### src/rtl/uart_pkg.sv
// Shared constants and types for the UART transmit queue.
package uart_pkg;

  localparam int UART_WORD_WIDTH = 9;
  localparam int QUEUE_DEPTH     = 8;

  typedef enum logic [1:0] {
    IDLE = 2'd0,
    ARM  = 2'd1,
    SEND = 2'd2,
    WAIT = 2'd3
  } issue_state_t;

endpackage

### src/rtl/sync_fifo.sv
// Circular FIFO with registered occupancy count and a sticky overflow flag.
module sync_fifo
  import uart_pkg::*;
#(
  parameter int DEPTH = QUEUE_DEPTH,
  parameter int WIDTH = UART_WORD_WIDTH
) (
  input  logic                     clock,
  input  logic                     reset,
  input  logic                     push,
  input  logic [WIDTH-1:0]         push_data,
  input  logic                     pop,
  output logic [WIDTH-1:0]         pop_data,
  input  logic                     clr_overflow,
  output logic                     full,
  output logic                     empty,
  output logic [$clog2(DEPTH):0]   count,
  output logic                     overflow
);

  localparam int PTR_W = $clog2(DEPTH);
  localparam int CNT_W = PTR_W + 1;

  logic [WIDTH-1:0] mem [DEPTH];
  logic [PTR_W-1:0] rd_ptr;
  logic [PTR_W-1:0] wr_ptr;
  logic [CNT_W-1:0] count_q;
  logic             push_ok;
  logic             pop_ok;

  // Full/empty come from the registered count, so a pop in the same cycle
  // never makes room for a push that arrives while full.
  assign full     = (count_q == CNT_W'(DEPTH));
  assign empty    = (count_q == '0);
  assign count    = count_q;
  assign push_ok  = push && !full;
  assign pop_ok   = pop && !empty;
  assign pop_data = mem[rd_ptr];

  always_ff @(posedge clock) begin
    if (reset) begin
      rd_ptr   <= '0;
      wr_ptr   <= '0;
      count_q  <= '0;
      overflow <= 1'b0;
    end else begin
      if (push_ok) wr_ptr <= wr_ptr + 1'b1;
      if (pop_ok)  rd_ptr <= rd_ptr + 1'b1;
      case ({push_ok, pop_ok})
        2'b10:   count_q <= count_q + 1'b1;
        2'b01:   count_q <= count_q - 1'b1;
        default: count_q <= count_q;
      endcase
      // A dropped push outranks a clear in the same cycle.
      if (push && full)      overflow <= 1'b1;
      else if (clr_overflow) overflow <= 1'b0;
    end
  end

  // Storage carries no reset; validity is defined by the pointers and count.
  always_ff @(posedge clock) begin
    if (push_ok) mem[wr_ptr] <= push_data;
  end

endmodule

### src/rtl/uart_tx_queue.sv
// Transmit queue: buffers words and issues them one at a time to the UART
// transmitter over its send/data/ready handshake.
module uart_tx_queue
  import uart_pkg::*;
#(
  parameter int DEPTH = QUEUE_DEPTH,
  parameter int WIDTH = UART_WORD_WIDTH
) (
  input  logic                     clock,
  input  logic                     reset,
  input  logic                     wr_en,
  input  logic [WIDTH-1:0]         wr_data,
  input  logic                     clr_overflow,
  output logic                     full,
  output logic                     empty,
  output logic [$clog2(DEPTH):0]   count,
  output logic                     overflow,
  input  logic                     tx_ready,
  output logic                     tx_send,
  output logic [WIDTH-1:0]         tx_data
);

  issue_state_t     state_q;
  issue_state_t     state_d;
  logic             issue;
  logic [WIDTH-1:0] head_data;

  sync_fifo #(
    .DEPTH (DEPTH),
    .WIDTH (WIDTH)
  ) u_fifo (
    .clock        (clock),
    .reset        (reset),
    .push         (wr_en),
    .push_data    (wr_data),
    .pop          (issue),
    .pop_data     (head_data),
    .clr_overflow (clr_overflow),
    .full         (full),
    .empty        (empty),
    .count        (count),
    .overflow     (overflow)
  );

  // Ready must be seen on two consecutive cycles (IDLE then ARM) so the
  // one-cycle ready blip at the transmitter's final stop-bit tick is ignored.
  always_comb begin
    state_d = state_q;
    issue   = 1'b0;
    case (state_q)
      IDLE: if (!empty && tx_ready) state_d = ARM;
      ARM: begin
        if (tx_ready && !empty) begin
          state_d = SEND;
          issue   = 1'b1;
        end else begin
          state_d = IDLE;
        end
      end
      SEND: state_d = WAIT;
      WAIT: if (!tx_ready) state_d = IDLE;
      default: state_d = IDLE;
    endcase
  end

  always_ff @(posedge clock) begin
    if (reset) begin
      state_q <= IDLE;
      tx_send <= 1'b0;
      tx_data <= '0;
    end else begin
      state_q <= state_d;
      tx_send <= issue;
      if (issue) tx_data <= head_data;
    end
  end

endmodule

### config.mk
export PLATFORM = sky130hd
export DESIGN_NAME = uart_tx_queue
export DESIGN_NICKNAME = d
export VERILOG_FILES = /design/src/rtl/uart_pkg.sv /design/src/rtl/sync_fifo.sv /design/src/rtl/uart_tx_queue.sv
export SDC_FILE = /design/constraint.sdc
export NUM_CORES = 1
export LEC_CHECK = 0
export ABC_AREA = 1
export CAP_MARGIN = 25
export CORE_AREA = 8 8 98 100
export CTS_BUF_LIST = sky130_fd_sc_hd__clkbuf_8
export DETAILED_ROUTE_END_ITERATION = 8
export DIE_AREA = 0 0 106 108
export PLACE_DENSITY = 0.71
export SYNTH_ARGS = -nofsm -noshare
export SYNTH_HDL_FRONTEND = slang
export SYNTH_SLANG_ARGS = --single-unit
### constraint.sdc
create_clock -name clock -period 2.9 [get_ports clock]
set_clock_uncertainty 0.15 [all_clocks]
set_input_delay 0.87 -clock clock [delete_from_list [all_inputs] [get_ports clock]]
set_output_delay 0.87 -clock clock [all_outputs]
set_load 0.02 [all_outputs]
==> results of run 1 <==
report_power, final:
part           internal [W]  leakage, nW  switching [W]  total [W]
sequential          0.00157        0.841      0.0000670    0.00164
clock              0.000498        0.108       0.000479   0.000977
combinational      0.000299        0.882       0.000482   0.000781
synthesized netlist by cell type (all sizes together):
library cell  number  area, um2
edfxtp            72       2160
or2                1       8.76
inv               37        139
nand2            109        417
ha                 5       62.6
o22ai              1       6.26
o21ai              5       25.0
nand4              1       12.5
dfxtp             23        460
buf               16       98.9
nor2              21       88.8
nand3             78        395
xnor2              2       17.5
a21oi              9       48.8
xor2               1       8.76
cell type report:
cell class / count / share of cell area
flip-flops and latches: 95 / 0.570
multi-input cells: 233 / 0.237
repair buffers: 42 / 0.0848
inverters: 37 / 0.0302
well taps: 105 / 0.0285
clock buffers: 9 / 0.0269
clock inverters: 7 / 0.0226
per-stage QoR:
stage / total power [W] / utilization / setup WS, ns
5_1_grt: 0.00357 / 0.572 / 0.126
3_3_place_gp: 0.00243 / 0.543 / 0.0927
3_5_place_dp: 0.00246 / 0.543 / 0.0437
2_1_floorplan: 0.00219 / - / 0.550
4_1_cts: 0.00342 / 0.572 / 0.164
6_report: 0.00340 / 0.572 / 0.193
logic make-up (layout without fill, tap and decap cells):
family,Yosys count,count (layout)
and+or+nand+nor,210,210
buffers and inverters,53,95
adders and majority gates,5,5
xor gates and xnor gates,3,3
AOI/OAI and AO/OA,15,15
DFF,95,95
per-layer routing:
layer | vias to the layer above | part of all wire | wire (um)
li1 | 1342 | - | -
met1 | 1290 | 0.44 | 3560
met2 | 79 | 0.49 | 3990
met3 | 13 | 0.059 | 481
met4 | 0 | 0.018 | 149
met5 | - | 0 | 0
worst min-delay path by stage:
stage	slack (ns)	to	startpoint	cells after the start
after floorplan	0.33	u_fifo.wr_ptr[0]	u_fifo.wr_ptr[0]	2
after global placement	0.30	u_fifo.overflow	u_fifo.overflow	2
after detailed placement	0.31	u_fifo.overflow	u_fifo.overflow	2
after CTS	0.33	u_fifo.overflow	u_fifo.overflow	2
after global routing	0.34	u_fifo.overflow	u_fifo.overflow	2
final	0.32	u_fifo.overflow	u_fifo.overflow	2
flip-flops by register name, indices dropped and copies added (netlist names), named ones only:
register / cells
u_fifo.mem: 72
u_fifo.rd_ptr: 3
tx_data: 9
u_fifo.count: 4
state_q: 1
tx_send: 1
u_fifo.overflow: 1
u_fifo.wr_ptr: 3
worst max-delay path: stages, from the launching register on:
cell,delay (ns)
dfxtp_1,0.39
nor2_2,0.16
nand3_1,0.11
inv_1,0.09
clkdlybuf4s50_1,0.60
==> impl_metrics.ini, run 1 <==
[worst_setup_path]
reg2reg_to = u_fifo.count[2]
cp.arrival_ns = 1.69
r2r_setup_slack_ns = 0.82
crit_type = reg2out
reg2reg_depth = 13
worst_ep_required_time_ns = 1.88
cp_max_fo = 5
startpoint = u_fifo.count[0]
r2r-start = u_fifo.count[0]
cp-endpoint = full
setup.worst_path.start_class = register
crit_path_end_kind = output pin

[clocking]
cts_resized = 0
clock_latency_ns = 0.35
post_cts_buffers = 0
cts.sinks = 95
clock_path_buffers = 2
cts_hold_buf = 0
cts_tree = done
cts.root.buffer_cell = clkbuf_8
clk_pin_slew_ns = 0.09
cts_max_level = 3
numCtsBuffers = 9

[timing]
tightest_slew_ns = 0.652
finalCritPeriodShare = 0.933
fmax_mhz = 369
finalSetupViolCount = 0
whs_ns = 0.323
slew_violations = 0
relSlewSlack = 0.565
rsz0062_at_grt = false
finalSetupTns_ns = 0
post-route-min-period_ns = 2.71
final-hold-violation-count = 0

[run]
max_cap_viol_count = 0

[final_layout]
fin_cells = 528
fillers = 686
multi_input_area_um2 = 1090
final_common_cell = nand2_1
n_antenna_cell = 0
final_cell_area_um2 = 4600
regArea_um2 = 2620
area_delta_synth_final_pct = 16.5
fin_nets = 437
drive_above_1_share = 0.0922
final_cell_mix = nand2_1, nand3_1, edfxtp_1

[yosys]
synth_cell_types = 23
synth_top_family_by_area = simple AND/OR/NAND/NOR gates
synth_area_um2 = 3950
synth.mux.area_fraction = 0
synth-simple-area-share = 0.233
yosysWarnings = 0
synthXorXnorAreaFrac = 0.00665
yosysSeqAreaShare = 0.664
syn_nets = 400
synthCells = 381
synth-compound-area-share = 0.0203
synth_seq_cells = 95
syn_area_per_cell_um2 = 10.4
synth_adder_area_share = 0.0158

[global_route]
grt_use_met2 = 0.249
grt_util_met1 = 0.184
grt_first_pass_wirelength_um = 13500
track_usage = 0.150
grt_max_degree = 39
grt_util_met3 = 0.0357
grt-ovfl-total = 0
grt_pass1_vias = 2694
antenna_found_initial = 0
top_usage_layer = met2

[placement]
dp.cells = 512
place.gp.congestion = 0.749
port_buffers = 30
dp_hpwl_um = 5150
dpl_cell_area_um2 = 4370

[floorplanning]
die_w_um = 106
io_pins = 31
dieArea_um2 = 11400
chipHeight_um = 108
initial_core_util = 0.491
placementRows = 33
core-area_um2 = 8050

[detailed_routing]
routed_wl_um = 8180
first_pass_iters = 4
wl_per_cell_um = 15.5
viasPerCell = 5.16
drtIter0Drc = 188
route.detailed.drc = 0
postRouteAntennaNets = 0
vias = 2724

[power_and_ir_drop]
p_per_area_nw_per_um2 = 739
peakVddDrop_v = 0.000497
p_leak_nw = 1.83

[outcome]
status = finished clean

[hold_path]
hold_class = reg2reg
Note: power is estimated with default switching activity, not from simulation.
==> run 2: changes to the inputs <==
--- a/config.mk
+++ b/config.mk
@@ -7,11 +7,14 @@
 export LEC_CHECK = 0
 export ABC_AREA = 1
 export CAP_MARGIN = 25
-export CORE_AREA = 8 8 98 100
+export CELL_PAD_IN_SITES_DETAIL_PLACEMENT = 2
+export CELL_PAD_IN_SITES_GLOBAL_PLACEMENT = 2
+export CORE_AREA = 8 8 106 108
 export CTS_BUF_LIST = sky130_fd_sc_hd__clkbuf_8
+export CTS_CLUSTER_DIAMETER = 60
 export DETAILED_ROUTE_END_ITERATION = 8
-export DIE_AREA = 0 0 106 108
-export PLACE_DENSITY = 0.71
+export DIE_AREA = 0 0 114 116
+export PLACE_DENSITY = 0.88
 export SYNTH_ARGS = -nofsm -noshare
 export SYNTH_HDL_FRONTEND = slang
 export SYNTH_SLANG_ARGS = --single-unit
==> constraint.sdc (replaced) <==
create_clock -name clock -period 3.48 [get_ports clock]
set_clock_uncertainty 0.15 [all_clocks]
set_input_delay 1.044 -clock clock [delete_from_list [all_inputs] [get_ports clock]]
set_output_delay 1.044 -clock clock [all_outputs]
set_load 0.02 [all_outputs]
==> impl_metrics.ini, run 2 (synthesis results as in run 1) <==
[outcome]
status = finished clean

[placement]
dpl_cell_area_um2 = 4410
place.gp.congestion = 0.762
dp_hpwl_um = 7790
port_buffers = 30
dp.cells = 540

[final_layout]
largest_register_ffs = 72
drive_above_1_share = 0.0827
final_common_cell = nand2_1
final_cell_area_um2 = 4560
fin_cells = 556
final_cell_mix = nand2_1, nand3_1, edfxtp_1
fillers = 1016
finalCoreUtilization = 0.478
fin_nets = 437
n_antenna_cell = 0
regMostFlops = u_fifo.mem
area_delta_synth_final_pct = 15.5

[floorplanning]
core-area_um2 = 9550
placementRows = 36
io_pins = 31
dieArea_um2 = 13200
chipHeight_um = 116
initial_core_util = 0.414
die_w_um = 114

[timing]
finalSetupTns_ns = 0
relSlewSlack = 0.556
finalSetupViolCount = 0
final-hold-violation-count = 0
tightest_slew_ns = 0.665
slew_violations = 0
rsz0062_at_grt = false
fmax_mhz = 330
finalCritPeriodShare = 0.871
post-route-min-period_ns = 3.03

[detailed_routing]
drtIter0Drc = 101
route.detailed.drc = 0
vias = 2857
wl_per_cell_um = 20.1
postRouteAntennaNets = 0
viasPerCell = 5.14
routed_wl_um = 11200
first_pass_iters = 4

[worst_setup_path]
path_cells = nor2_2, nand3_1, inv_1, clkdlybuf4s50_1
r2r_setup_slack_ns = 1.22
cp_num_cells = 4
reg2reg_to = u_fifo.count[2]
reg2reg_depth = 12
cp-endpoint = full
setup.worst_path.start_class = register
crit_path_end_kind = output pin
cp_max_fo = 5
critPathTopFamily = buffers and inverters
worst_ep_required_time_ns = 2.29
startpoint = u_fifo.count[0]
cp.arrival_ns = 1.84
crit_type = reg2out
r2r-start = u_fifo.count[0]
critPathMaxStageDelay_ns = 0.63
worst-path-buf-inv = 2
crit_slowest_cell = clkdlybuf4s50_1

[power_and_ir_drop]
p_int_w = 0.00181
totalPowerFinal_w = 0.00269
p_leak_nw = 1.81
p_per_area_nw_per_um2 = 589
p_sw_w = 0.000880
pwr-share-clk = 0.232
power.share.combinational = 0.257
peakVddDrop_v = 0.000266
swShare = 0.327
seqPwrFrac = 0.511

[clocking]
cts.root.buffer_cell = clkbuf_8
cts.sinks = 95
clk_pin_slew_ns = 0.08
clock_latency_ns = 0.37
cts_resized = 0
cts_hold_buf = 0
post_cts_buffers = 0
cts_tree = done
clock_path_buffers = 2
cts_max_level = 3
numCtsBuffers = 9

[global_route]
grt-ovfl-total = 0
antenna_found_initial = 0
track_usage = 0.178
grt_pass1_vias = 3152
grt_max_degree = 40
grt_first_pass_wirelength_um = 17700

[run]
max_cap_viol_count = 0

[hold_path]
hold_class = reg2reg
==> run 2: changes by cell type in the layout (fill, tap and decap cells not counted), sizes merged <==
cell,delta
clkinv,+7
bufinv,-2
clkinvlp,-2
inv,-3
==> run 2: layout make-up <==
cell class	count	area, um2	area share
Inverter	37	139	0.0304
Sequential cell	95	2620	0.575
Tap cell	133	166	0.0365
Clock buffer	9	124	0.0271
Clock inverter	7	30.0	0.00658
Timing Repair Buffer	42	390	0.0855
Multi-Input combinational cell	233	1090	0.239
==> run 2: worst min path at each step <==
stage / from / to / slack, ns / cells past startpoint
global placement: u_fifo.overflow / u_fifo.overflow / 0.30 / 2
global route: u_fifo.overflow / u_fifo.overflow / 0.40 / 2
detailed placement: u_fifo.overflow / u_fifo.overflow / 0.33 / 2
CTS: u_fifo.overflow / u_fifo.overflow / 0.39 / 2
finish: u_fifo.overflow / u_fifo.overflow / 0.38 / 2
floorplan: u_fifo.wr_ptr[0] / u_fifo.wr_ptr[0] / 0.33 / 2
==> run 2: power by group through the flow <==
stage / Sequential, W / Clock (W) / Combinational [W]
floorplan: 0.00143 / 0 / 0.000394
global placement: 0.00139 / 0 / 0.000649
detailed placement: 0.00140 / 0 / 0.000694
CTS: 0.00138 / 0.000637 / 0.000705
global route: 0.00139 / 0.000671 / 0.000771
finish: 0.00137 / 0.000623 / 0.000692
==> run 2: routing by layer <==
metal,vias up,share of wire,GRT usage
li1,1345,-,-
met1,1434,0.43,0.214
met2,62,0.51,0.313
met3,16,0.035,0.0208
met4,0,0.021,0.0834
met5,-,0,0
==> run 2: through the flow <==
stage / setup slack (ns) / hold slack (ns)
3_3_place_gp: 0.476 / 0.304
4_1_cts: 0.406 / 0.387
6_report: 0.448 / 0.378
2_1_floorplan: 0.956 / 0.325
3_5_place_dp: 0.330 / 0.332
5_1_grt: 0.354 / 0.403
==> run 2: tightest hold or removal path: stages (launching register included) <==
cell and delay, ns:
dfxtp_1 0.33, nand2_1 0.08, a21oi_1 0.07
